## src/rtl/uart_pkg.sv

```systemverilog
`default_nettype none
// ============================================================================
//  Module      : uart_pkg
//  Description : Shared definitions for the external-strobe UART transmitter:
//                default frame parameters and the FSM state encoding.
//  Revision    : 1.0 - initial release
// ============================================================================
package uart_pkg;

    // Default frame configuration
    localparam int unsigned c_N_DEFAULT            = 8;
    localparam int unsigned c_CLKS_PER_BIT_DEFAULT = 434;
    localparam int unsigned c_PARITY_EN_DEFAULT    = 0;

    // Transmitter state encoding
    localparam int unsigned c_STATE_W = 3;
    localparam logic [c_STATE_W-1:0] c_ST_IDLE   = 3'd0;
    localparam logic [c_STATE_W-1:0] c_ST_START  = 3'd1;
    localparam logic [c_STATE_W-1:0] c_ST_DATA   = 3'd2;
    localparam logic [c_STATE_W-1:0] c_ST_PARITY = 3'd3;
    localparam logic [c_STATE_W-1:0] c_ST_STOP   = 3'd4;

    typedef enum logic [c_STATE_W-1:0] {
        ST_IDLE   = c_ST_IDLE,
        ST_START  = c_ST_START,
        ST_DATA   = c_ST_DATA,
        ST_PARITY = c_ST_PARITY,
        ST_STOP   = c_ST_STOP
    } uart_state_e;

    // Number of serial bits in one frame: start + data + optional parity + stop
    function automatic int unsigned f_frame_bits(input int unsigned n_bits,
                                                 input int unsigned parity_en);
        return n_bits + 2 + ((parity_en != 0) ? 1 : 0);
    endfunction

endpackage
`default_nettype wire

```

## src/rtl/uart_baud_cnt.sv

```systemverilog
`default_nettype none
// ============================================================================
//  Module      : uart_baud_cnt
//  Description : Bit-period counter. Counts clk cycles within one serial bit
//                and strobes o_bit_done on the last cycle of the bit. The
//                transmitter restarts it when a frame is accepted so the
//                start bit is timed from the acceptance edge.
//  Revision    : 1.0 - initial release
// ============================================================================
module uart_baud_cnt
    import uart_pkg::*;
#(
    parameter int unsigned CLKS_PER_BIT = c_CLKS_PER_BIT_DEFAULT
) (
    input  logic clk,
    input  logic reset_n,
    input  logic i_restart,
    input  logic i_enable,
    output logic o_bit_done
);

    localparam int unsigned           c_CNT_W    = (CLKS_PER_BIT > 1) ? $clog2(CLKS_PER_BIT) : 1;
    localparam logic [c_CNT_W-1:0]    c_CNT_LAST = c_CNT_W'(CLKS_PER_BIT - 1);
    localparam logic [c_CNT_W-1:0]    c_CNT_ONE  = c_CNT_W'(1);

    logic [c_CNT_W-1:0] r_cnt_q;

    // Cycle counter: cleared on restart, wraps at every bit boundary while enabled
    always_ff @(posedge clk or negedge reset_n) begin
        if (!reset_n) begin
            r_cnt_q <= '0;
        end else if (i_restart) begin
            r_cnt_q <= '0;
        end else if (i_enable) begin
            if (r_cnt_q == c_CNT_LAST) begin
                r_cnt_q <= '0;
            end else begin
                r_cnt_q <= r_cnt_q + c_CNT_ONE;
            end
        end
    end

    // A restart request always wins over a pending bit boundary
    assign o_bit_done = i_enable && !i_restart && (r_cnt_q == c_CNT_LAST);

endmodule
`default_nettype wire

```

## src/rtl/uart_tx_ext.sv

```systemverilog
`default_nettype none
// ============================================================================
//  Module      : uart_tx_ext
//  Description : UART transmitter started by a one-cycle strobe from a bus
//                slave. Sends start bit, N data bits LSB first, an optional
//                even-parity bit and a stop bit. All outputs are registered;
//                uart_busy covers the whole frame and end_tx pulses for one
//                cycle on return to idle, in which a new strobe is accepted.
//  Revision    : 1.0 - initial release
// ============================================================================
module uart_tx_ext
    import uart_pkg::*;
#(
    parameter int unsigned N            = c_N_DEFAULT,
    parameter int unsigned CLKS_PER_BIT = c_CLKS_PER_BIT_DEFAULT,
    parameter int unsigned PARITY_EN    = c_PARITY_EN_DEFAULT
) (
    input  logic         clk,
    input  logic         reset_n,
    input  logic         tx_external,
    input  logic [N-1:0] to_uart,
    output logic         tx,
    output logic         uart_busy,
    output logic         end_tx
);

    localparam int unsigned        c_IDX_W    = $clog2(N) + 1;
    localparam logic [c_IDX_W-1:0] c_IDX_LAST = c_IDX_W'(N - 1);
    localparam logic [c_IDX_W-1:0] c_IDX_ONE  = c_IDX_W'(1);
    localparam bit                 c_HAS_PAR  = (PARITY_EN != 0);

    uart_state_e          r_state_q;
    logic [N-1:0]         r_shift_q;
    logic [c_IDX_W-1:0]   r_idx_q;
    logic                 r_parity_q;
    logic                 r_tx_q;
    logic                 r_busy_q;
    logic                 r_end_tx_q;

    logic                 w_accept;
    logic                 w_bit_done;
    logic [N-1:0]         w_shift_next;

    // Strobes are only honoured in IDLE; anything arriving mid-frame is dropped
    assign w_accept     = (r_state_q == ST_IDLE) && tx_external;
    assign w_shift_next = r_shift_q >> 1;

    uart_baud_cnt #(
        .CLKS_PER_BIT (CLKS_PER_BIT)
    ) u_baud_cnt (
        .clk        (clk),
        .reset_n    (reset_n),
        .i_restart  (w_accept),
        .i_enable   (r_busy_q),
        .o_bit_done (w_bit_done)
    );

    // Frame sequencer with registered serial line, busy and completion pulse
    always_ff @(posedge clk or negedge reset_n) begin
        if (!reset_n) begin
            r_state_q  <= ST_IDLE;
            r_shift_q  <= '0;
            r_idx_q    <= '0;
            r_parity_q <= 1'b0;
            r_tx_q     <= 1'b1;
            r_busy_q   <= 1'b0;
            r_end_tx_q <= 1'b0;
        end else begin
            r_end_tx_q <= 1'b0;
            case (r_state_q)
                ST_IDLE: begin
                    r_tx_q <= 1'b1;
                    if (tx_external) begin
                        r_shift_q  <= to_uart;
                        r_parity_q <= ^to_uart;
                        r_idx_q    <= '0;
                        r_tx_q     <= 1'b0;
                        r_busy_q   <= 1'b1;
                        r_state_q  <= ST_START;
                    end
                end

                ST_START: begin
                    if (w_bit_done) begin
                        r_tx_q    <= r_shift_q[0];
                        r_state_q <= ST_DATA;
                    end
                end

                ST_DATA: begin
                    if (w_bit_done) begin
                        r_shift_q <= w_shift_next;
                        if (r_idx_q == c_IDX_LAST) begin
                            r_idx_q <= '0;
                            if (c_HAS_PAR) begin
                                r_tx_q    <= r_parity_q;
                                r_state_q <= ST_PARITY;
                            end else begin
                                r_tx_q    <= 1'b1;
                                r_state_q <= ST_STOP;
                            end
                        end else begin
                            r_idx_q <= r_idx_q + c_IDX_ONE;
                            r_tx_q  <= w_shift_next[0];
                        end
                    end
                end

                ST_PARITY: begin
                    if (w_bit_done) begin
                        r_tx_q    <= 1'b1;
                        r_state_q <= ST_STOP;
                    end
                end

                ST_STOP: begin
                    if (w_bit_done) begin
                        r_tx_q     <= 1'b1;
                        r_busy_q   <= 1'b0;
                        r_end_tx_q <= 1'b1;
                        r_state_q  <= ST_IDLE;
                    end
                end

                default: begin
                    r_tx_q    <= 1'b1;
                    r_busy_q  <= 1'b0;
                    r_state_q <= ST_IDLE;
                end
            endcase
        end
    end

    assign tx        = r_tx_q;
    assign uart_busy = r_busy_q;
    assign end_tx    = r_end_tx_q;

endmodule
`default_nettype wire

```

## config.mk

```make
export PLATFORM = sky130hd
export DESIGN_NAME = uart_tx_ext
export DESIGN_NICKNAME = d
export VERILOG_FILES = /design/src/rtl/uart_pkg.sv /design/src/rtl/uart_baud_cnt.sv /design/src/rtl/uart_tx_ext.sv
export SDC_FILE = /design/constraint.sdc
export NUM_CORES = 1
export LEC_CHECK = 0
export ABC_AREA = 1
export ABC_CLOCK_PERIOD_IN_PS = 3200
export BUFFER_PORTS_ARGS = -buffer_cell sky130_fd_sc_hd__buf_4
export CORE_MARGIN = 2
export CORE_UTILIZATION = 62
export CTS_CLUSTER_DIAMETER = 200
export DETAILED_ROUTE_END_ITERATION = 8
export PLACE_DENSITY_LB_ADDON = 0.12
export SLEW_MARGIN = 20
export SYNTH_ARGS = -nofsm -noshare
export SYNTH_HDL_FRONTEND = slang
export SYNTH_HIERARCHICAL = 1
export SYNTH_SLANG_ARGS = --single-unit
```

## constraint.sdc

```tcl
create_clock -name clk -period 3.2 [get_ports clk]
set_input_delay 0.48 -clock clk [delete_from_list [all_inputs] [get_ports clk]]
set_output_delay 0.48 -clock clk [all_outputs]
set_load 0.1 [all_outputs]
```

==> results of run 1 <==
-- metal layers --
layer / vias up / track usage, %
li1: 680 / -
met4: 0 / 8.75
met1: 579 / 29.5
met3: 4 / 2.50
met2: 27 / 40.2
met5: - / 0
-- stage by stage --
stage / setup WS, ns / util, % / total power, mW / instance area (sq um) / std cells
3_5_place_dp: 0.948 / 68.5 / 1.21 / 1670 / 246
4_1_cts: 0.911 / 69.5 / 1.36 / 1690 / 250
5_1_grt: 0.648 / 69.5 / 1.46 / 1690 / 250
6_report: 0.913 / 69.5 / 1.35 / 1690 / 250
2_1_floorplan: 1.12 / - / 1.08 / 1550 / 205
3_3_place_gp: 1.02 / 68.5 / 1.18 / 1670 / 246
-- critical path, delay by kind of cell (launching register included) --
family,cells,cell delay [ns]
flip-flops,1,0.49
buffers and inverters,5,0.66
AO/OA/AOI/OAI,2,0.51
AND/OR/NAND/NOR,4,0.57
-- registers in the layout (all words and copies together) (netlist names) --
| signal | count |
|---|---|
| u_baud_cnt/r_cnt_q | 9 |
| tx | 1 |
| end_tx | 1 |
| r_state_q | 3 |
| uart_busy | 1 |
| r_idx_q | 4 |
| r_shift_q | 8 |
-- cells by family (layout without fill, tap and decap cells) --
family | after synthesis | after routing
AO/OA/AOI/OAI | 23 | 23
flip-flops | 27 | 27
XOR/XNOR | 3 | 3
adder cells (fa/ha/maj) | 3 | 3
AND/OR/NAND/NOR | 116 | 116
buffers and inverters | 33 | 48
-- report_power, final --
group          switching (mW)  internal (mW)  total [mW]
clock network          0.0952         0.0488       0.144
logic                   0.458          0.210       0.668
registers              0.0870          0.447       0.534
-- worst max-delay path by stage --
stage	startpoint	to	slack, ns	cells past startpoint
3_3_place_gp	tx_external	r_shift_q[2]$_DFFE_PN0P_	1.02	11
5_1_grt	r_state_q[2]$_DFFE_PN0P_	r_shift_q[3]$_DFFE_PN0P_	0.65	11
2_1_floorplan	uart_busy$_DFFE_PN0P_	r_idx_q[1]$_DFFE_PN0P_	1.12	10
6_report	r_state_q[2]$_DFFE_PN0P_	r_shift_q[3]$_DFFE_PN0P_	0.91	11
3_5_place_dp	r_state_q[2]$_DFFE_PN0P_	r_shift_q[2]$_DFFE_PN0P_	0.95	11
4_1_cts	r_state_q[2]$_DFFE_PN0P_	r_shift_q[2]$_DFFE_PN0P_	0.91	11
-- cell usage in the layout (no fill, tap or decap) --
cell type  count
nor2_2         2
inv_1         28
dfstp_2        1
ha_1           3
inv_4          1
o21ai_2        7
o21ai_0        9
clkbuf_4       3
inv_2          1
o22ai_1        3
nor3_1         3
a21oi_1        2
xnor2_1        1
nand3_2        3
nand2_1       65
nor2_1        17
o21ai_1        2
dfrtp_1       26
clkbuf_1       1
nor2_4         1
nand2_4        2
buf_4         14
xor2_1         2
nand4_1        3
nand2_2        3
nand3_1       17
-- layout make-up --
cell class / instances / area, sq um
Clock buffer: 4 / 26.3
Fill cell: 213 / 741
Inverter: 30 / 115
Multi-Input combinational cell: 145 / 731
Sequential cell: 27 / 677
Tap cell: 30 / 37.5
Timing Repair Buffer: 14 / 105
==> metrics.txt, run 1 <==
# TYPE chip_impl_metric gauge
chip_impl_info{name="run_status",value="finished clean"} 1
chip_impl_metric{name="flow.area_growth_from_synthesis",unit="%"} 9.12
chip_impl_metric{name="final-hold-violation-count",unit=""} 0
chip_impl_metric{name="power_density",unit="nW/um^2"} 795
chip_impl_metric{name="cts-hold-fix-buffers",unit=""} 0
chip_impl_metric{name="worst-slew-pin-transition",unit="ns"} 0.512
chip_impl_metric{name="rrSetupSlack",unit="ns"} 0.91
chip_impl_metric{name="timing.fmax",unit="GHz"} 0.437
chip_impl_metric{name="finish.net_count",unit=""} 235
chip_impl_metric{name="post_synthesis_share_of_cell_area_spent_on_xor_and_xnor_gates",unit="%"} 1.69
chip_impl_metric{name="wl_on_met1",unit="um"} 1330
chip_impl_metric{name="detail_route.wl_per_cell",unit="um"} 11.4
chip_impl_metric{name="muxShareOfSynthArea",unit="%"} 0
chip_impl_metric{name="syn-instance-count",unit=""} 205
chip_impl_info{name="timing.critical_path.cells",value="inv_1 > nand3_2 > inv_1 > nor2_1 > inv_1 > nor2_1 > inv_1 > o21ai_2 > buf_4 > nand2_1 > o21ai_2"} 1
chip_impl_info{name="rsz_0062_raised_after_global_routing",value="no"} 1
chip_impl_metric{name="power.ir.vdd_worst",unit="mV"} 0.602
chip_impl_metric{name="detailroute.via_count",unit=""} 1290
chip_impl_info{name="yosys-top-cells-area",value="dfrtp_1, nand2_1, inv_1, nand3_1, nor2_1"} 1
chip_impl_metric{name="clkSinkCount",unit=""} 27
chip_impl_metric{name="tritoncts_buffer_count",unit=""} 3
chip_impl_metric{name="grt.total_usage",unit="%"} 23.2
chip_impl_metric{name="overflow",unit=""} 0
chip_impl_metric{name="synth.ff_latch_count",unit=""} 27
chip_impl_metric{name="number_of_antenna_violations_at_the_first_check_in_global_routing",unit=""} 0
chip_impl_metric{name="finalMaxSlewViolations",unit=""} 0
chip_impl_metric{name="r2r_cell_count",unit=""} 11
chip_impl_info{name="synth_top_family_by_area",value="simple AND/OR/NAND/NOR gates"} 1
chip_impl_metric{name="die_span_in_x",unit="um"} 54.0
chip_impl_metric{name="clk_pin_slew_worst_paths",unit="ns"} 0.14
chip_impl_metric{name="cts_repair_resize_count",unit=""} 0
chip_impl_info{name="post-synth-top-count-cell",value="nand2_1"} 1
chip_impl_metric{name="synth_warnings",unit=""} 6
chip_impl_metric{name="finalCriticalPeriod",unit="ns"} 2.29
chip_impl_metric{name="max-slew-margin-rel",unit="%"} 65.9
chip_impl_info{name="critical_path_class",value="register to register"} 1
chip_impl_info{name="cp-end-kind",value="register"} 1
chip_impl_metric{name="hpwl_reported_at_the_end_of_detailed_placement",unit="um"} 2230
chip_impl_metric{name="worstPathRequired",unit="ns"} 3.46
chip_impl_metric{name="cp.arrival",unit="ns"} 2.55
chip_impl_info{name="critical_path.most_common_cell",value="inv_1"} 1
chip_impl_metric{name="yosys.area.top_type_share",unit="%"} 42.0
chip_impl_metric{name="post_detailed_route_drc_marker_count",unit=""} 0
chip_impl_metric{name="max_cap_viol_count",unit=""} 0
chip_impl_metric{name="net_count_after_synthesis",unit=""} 219
chip_impl_metric{name="postRouteAntennaNets",unit=""} 0
chip_impl_info{name="worstReg2RegEnd",value="r_shift_q[3]$_DFFE_PN0P_"} 1
chip_impl_metric{name="met3RoutedLength",unit="um"} 103
chip_impl_info{name="crit-reg2reg-launch",value="r_state_q[2]$_DFFE_PN0P_"} 1
chip_impl_metric{name="count_of_boundary_i_o_pins",unit=""} 14
chip_impl_metric{name="synth-simple-area-share",unit="%"} 33.7
chip_impl_metric{name="initial_core_util",unit="%"} 63.7
chip_impl_metric{name="setup-tns-final",unit="ns"} 0
chip_impl_metric{name="die_height",unit="um"} 54.0
chip_impl_metric{name="place_congestion",unit=""} 0.863
chip_impl_metric{name="grt_start_max_net_pins",unit=""} 28
chip_impl_metric{name="critPathMaxStageDelay",unit="ns"} 0.49
chip_impl_metric{name="syn_area_per_cell",unit="sq um"} 7.56
chip_impl_metric{name="power.static_leakage",unit="nW"} 0.890
chip_impl_info{name="top_layer_used",value="met4"} 1
chip_impl_metric{name="firstDrtPassIters",unit=""} 4
chip_impl_metric{name="clk-insertion-delay-late",unit="ns"} 0.32
chip_impl_metric{name="post_route_cells_drive_above_1_share",unit="%"} 17.3
chip_impl_metric{name="first_global_vias",unit=""} 1217
chip_impl_metric{name="period_share",unit="%"} 71.5
chip_impl_metric{name="drt-total-wl",unit="um"} 2840
chip_impl_metric{name="cts_max_path_buffers",unit=""} 2
chip_impl_info{name="worstHoldPathType",value="input pin to async pin"} 1
chip_impl_info{name="cts_tree",value="yes"} 1
chip_impl_metric{name="drt-vias-per-instance",unit=""} 5.16
chip_impl_metric{name="fin_worst_hold_slack",unit="ns"} 0.0433
chip_impl_info{name="ys_top_cells_by_count",value="nand2_1, inv_1, dfrtp_1, nand3_1, nor2_1"} 1
chip_impl_metric{name="synth.cell_area",unit="sq um"} 1550
chip_impl_metric{name="compound_cell_area_share_of_the_yosys_netlist",unit="%"} 9.36
chip_impl_metric{name="core_region_area",unit="sq um"} 2430
chip_impl_info{name="clockRootBuffer",value="clkbuf_4"} 1
chip_impl_metric{name="synth-adder-area-share",unit="%"} 2.42
chip_impl_metric{name="rows",unit=""} 18
chip_impl_info{name="critPathSlowestCell",value="dfrtp_1"} 1
chip_impl_metric{name="synth_seq_area_share",unit="%"} 43.7
chip_impl_metric{name="synth_async_sr_flop_share",unit="%"} 100
chip_impl_metric{name="wl_met2",unit="um"} 1380
chip_impl_metric{name="number_of_setup_violations_in_the_final_report",unit=""} 0
chip_impl_metric{name="detail_route.iter0.violations",unit=""} 28
chip_impl_info{name="synth_top_cell_by_area",value="dfrtp_1"} 1
chip_impl_info{name="timing.critical_path.from_type",value="register"} 1
chip_impl_info{name="synth_top_flop_cell",value="dfrtp_1"} 1
chip_impl_metric{name="die_area",unit="sq um"} 2920
chip_impl_metric{name="htree_levels",unit=""} 1
chip_impl_metric{name="grt_first_pass_wirelength",unit="um"} 4930
chip_impl_metric{name="cp_max_fo",unit=""} 12
chip_impl_metric{name="numPortBuffers",unit=""} 13
chip_impl_metric{name="post_cts_setup_repair_bufs",unit=""} 0
chip_impl_metric{name="edff_count_synth",unit=""} 0
chip_impl_metric{name="antenna_diode_instance_count",unit=""} 0
chip_impl_metric{name="fin_skew",unit="ns"} 0.00483
chip_impl_metric{name="post_synth_num_cell_types",unit=""} 25
Note: power is estimated with default switching activity, not from simulation.
==> run 2, diff against run 1 <==
--- a/config.mk
+++ b/config.mk
@@ -6,10 +6,10 @@
 export NUM_CORES = 1
 export LEC_CHECK = 0
 export ABC_AREA = 1
-export ABC_CLOCK_PERIOD_IN_PS = 3200
+export ABC_CLOCK_PERIOD_IN_PS = 2200
 export BUFFER_PORTS_ARGS = -buffer_cell sky130_fd_sc_hd__buf_4
 export CORE_MARGIN = 2
-export CORE_UTILIZATION = 62
+export CORE_UTILIZATION = 58
 export CTS_CLUSTER_DIAMETER = 200
 export DETAILED_ROUTE_END_ITERATION = 8
 export PLACE_DENSITY_LB_ADDON = 0.12
==> constraint.sdc (replaced) <==
create_clock -name clk -period 2.2 [get_ports clk]
set_input_delay 0.33 -clock clk [delete_from_list [all_inputs] [get_ports clk]]
set_output_delay 0.33 -clock clk [all_outputs]
set_load 0.1 [all_outputs]
==> run 2 against run 1 <==
Against the previous run: via count grew 1.2%; critical path depth increased by 1; clock-buffer cell count fell by 1; clock power up 53%; power increased by 48%; first-iteration DRC count increased by 79%; sequential cell count unchanged; maximum frequency grew 15%; sequential power increased by 46%; critical path type unchanged.
==> metrics.txt, run 2 (synthesized netlist as in run 1, its figures left out) <==
# TYPE chip_impl_metric gauge
chip_impl_info{name="run_status",value="finished clean"} 1
chip_impl_metric{name="die_height",unit="um"} 55.7
chip_impl_metric{name="timing.fmax",unit="GHz"} 0.504
chip_impl_info{name="timing.critical_path.from_type",value="register"} 1
chip_impl_metric{name="clk-insertion-delay-late",unit="ns"} 0.33
chip_impl_metric{name="worstPathRequired",unit="ns"} 2.43
chip_impl_metric{name="core_region_area",unit="sq um"} 2500
chip_impl_info{name="final_common_cell",value="nand2_1"} 1
chip_impl_metric{name="worst-slew-pin-transition",unit="ns"} 0.466
chip_impl_metric{name="final-seq-area",unit="sq um"} 677
chip_impl_info{name="worstHoldPathType",value="input pin to register"} 1
chip_impl_info{name="cp-end-kind",value="register"} 1
chip_impl_metric{name="stdcell_area",unit="sq um"} 1710
chip_impl_metric{name="number_of_antenna_violations_at_the_first_check_in_global_routing",unit=""} 0
chip_impl_metric{name="number_of_setup_violations_in_the_final_report",unit=""} 0
chip_impl_metric{name="finalCriticalPeriod",unit="ns"} 1.99
chip_impl_metric{name="numPortBuffers",unit=""} 13
chip_impl_metric{name="tritoncts_buffer_count",unit=""} 3
chip_impl_metric{name="drt-vias-per-instance",unit=""} 5.18
chip_impl_metric{name="fin_worst_hold_slack",unit="ns"} 0.216
chip_impl_metric{name="count_of_boundary_i_o_pins",unit=""} 14
chip_impl_metric{name="detailroute.via_count",unit=""} 1306
chip_impl_metric{name="initial_core_util",unit="%"} 62.0
chip_impl_metric{name="placement.setup.worst_slack",unit="ns"} 0.293
chip_impl_metric{name="grt.total_usage",unit="%"} 20.2
chip_impl_metric{name="hpwl_reported_at_the_end_of_detailed_placement",unit="um"} 2180
chip_impl_metric{name="cts_repair_resize_count",unit=""} 0
chip_impl_metric{name="power.static_leakage",unit="nW"} 0.899
chip_impl_info{name="critical_path_class",value="register to register"} 1
chip_impl_metric{name="power.ir.vdd_worst",unit="mV"} 0.837
chip_impl_metric{name="die_area",unit="sq um"} 3100
chip_impl_metric{name="period_share",unit="%"} 90.2
chip_impl_metric{name="htree_levels",unit=""} 1
chip_impl_metric{name="detail_route.wl_per_cell",unit="um"} 11.3
chip_impl_metric{name="dpl.cell_count",unit=""} 247
chip_impl_metric{name="number_of_flip_flops_in_the_largest_register",unit=""} 9
chip_impl_metric{name="grt_first_pass_wirelength",unit="um"} 5030
chip_impl_info{name="rsz_0062_raised_after_global_routing",value="no"} 1
chip_impl_metric{name="design_power_total",unit="mW"} 1.99
chip_impl_metric{name="max_cap_viol_count",unit=""} 0
chip_impl_metric{name="detail_route.iter0.violations",unit=""} 50
chip_impl_metric{name="multi_input_area",unit="sq um"} 731
chip_impl_metric{name="flow.area_growth_from_synthesis",unit="%"} 10.5
chip_impl_metric{name="drt-total-wl",unit="um"} 2840
chip_impl_metric{name="rrSetupSlack",unit="ns"} 0.21
chip_impl_metric{name="post_detailed_route_drc_marker_count",unit=""} 0
chip_impl_metric{name="power_density",unit="nW/um^2"} 1160
chip_impl_metric{name="finish.net_count",unit=""} 237
chip_impl_metric{name="cp_max_fo",unit=""} 20
chip_impl_metric{name="n_fill_cell",unit=""} 215
chip_impl_metric{name="first_global_vias",unit=""} 1192
chip_impl_metric{name="fin_skew",unit="ns"} 0.0118
chip_impl_info{name="max_flop_register",value="u_baud_cnt/r_cnt_q"} 1
chip_impl_metric{name="dpl_cell_area",unit="sq um"} 1670
chip_impl_metric{name="final_cell_count_no_fill",unit=""} 252
chip_impl_metric{name="rows",unit=""} 18
chip_impl_info{name="cts_tree",value="yes"} 1
chip_impl_metric{name="finalMaxSlewViolations",unit=""} 0
chip_impl_metric{name="final-hold-violation-count",unit=""} 0
chip_impl_metric{name="firstDrtPassIters",unit=""} 4
chip_impl_info{name="largest_registers",value="u_baud_cnt/r_cnt_q: 9 flops, r_shift_q: 8 flops, r_idx_q: 4 flops"} 1
chip_impl_metric{name="cts_max_path_buffers",unit=""} 2
chip_impl_metric{name="clk_pin_slew_worst_paths",unit="ns"} 0.15
chip_impl_metric{name="fin_ws",unit="ns"} 0.215
chip_impl_metric{name="post_route_cells_drive_above_1_share",unit="%"} 18.0
chip_impl_info{name="most-common-layout-cells",value="nand2_1, inv_1, dfrtp_1"} 1
chip_impl_metric{name="place_congestion",unit=""} 0.873
chip_impl_metric{name="overflow",unit=""} 0
chip_impl_metric{name="grt_start_max_net_pins",unit=""} 28
chip_impl_metric{name="setup-tns-final",unit="ns"} 0
chip_impl_info{name="clockRootBuffer",value="clkbuf_4"} 1
chip_impl_metric{name="die_span_in_x",unit="um"} 55.7
chip_impl_metric{name="cp.arrival",unit="ns"} 2.22
chip_impl_metric{name="clkSinkCount",unit=""} 27
chip_impl_metric{name="max-slew-margin-rel",unit="%"} 68.8
chip_impl_metric{name="antenna_diode_instance_count",unit=""} 0
chip_impl_metric{name="postRouteAntennaNets",unit=""} 0
chip_impl_metric{name="postLayoutCoreUtil",unit="%"} 68.5
-- run 2: cell count changes in the layout (fill, tap and decap cells not counted) --
cell,before,now
buf_4,14,15
clkbuf_1,1,0
clkinvlp_4,0,1
dlygate4sd3_1,0,1
-- run 2: area by class of cell --
type                            count  area share [%]
Inverter                           30            6.72
Multi-Input combinational cell    145            42.7
Sequential cell                    27            39.5
Timing Repair Buffer               16            7.16
Tap cell                           30            2.19
Clock buffer                        3            1.31
Clock inverter                      1           0.438
-- run 2: power breakdown --
part           switching [mW]  internal [mW]  total (mW)
Combinational           0.671          0.318       0.989
Sequential              0.127          0.650       0.777
Clock                   0.151         0.0697       0.221
Total                   0.949           1.04        1.99
-- run 2: critical path, stage by stage, from the launching register on --
cell and delay (ns):
dfrtp_1 0.49, inv_1 0.14, nand3_2 0.13, inv_1 0.08, nor2_1 0.14, inv_1 0.05, nor2_1 0.12, inv_1 0.11
o21ai_2 0.14, buf_4 0.27, inv_4 0.06, nand2_1 0.07, nand2_1 0.06
-- run 2: per-layer routing --
metal	global-route usage, %	vias to the layer above	routed length (um)
li1	-	678	-
met3	2.09	5	78
met5	0	-	0
met2	33.0	23	1330
met1	27.5	600	1380
met4	8.36	0	51
-- run 2: what timing repair did --
item	in CTS	in global routing
endpoints found under the hold margin	26	0
hold buffers	1	0
buffers inserted	0	0
-- run 2: path summary, 6_finish.rpt --
| path | startpoint | end | depth (start not counted) |
|---|---|---|---|
| hold reg to reg | tx$_DFFE_PN1P_ | tx$_DFFE_PN1P_ | 2 |
| setup reg to reg | r_state_q[2]$_DFFE_PN0P_ | r_shift_q[1]$_DFFE_PN0P_ | 12 |
| hold / removal | to_uart[7] | r_shift_q[7]$_DFFE_PN0P_ | 3 |
| max in group asynchronous | reset_n | tx$_DFFE_PN1P_ | 2 |
| setup / recovery | r_state_q[2]$_DFFE_PN0P_ | r_shift_q[1]$_DFFE_PN0P_ | 12 |
| min in group asynchronous | reset_n | u_baud_cnt/r_cnt_q[6]$_DFFE_PN0P_ | 2 |
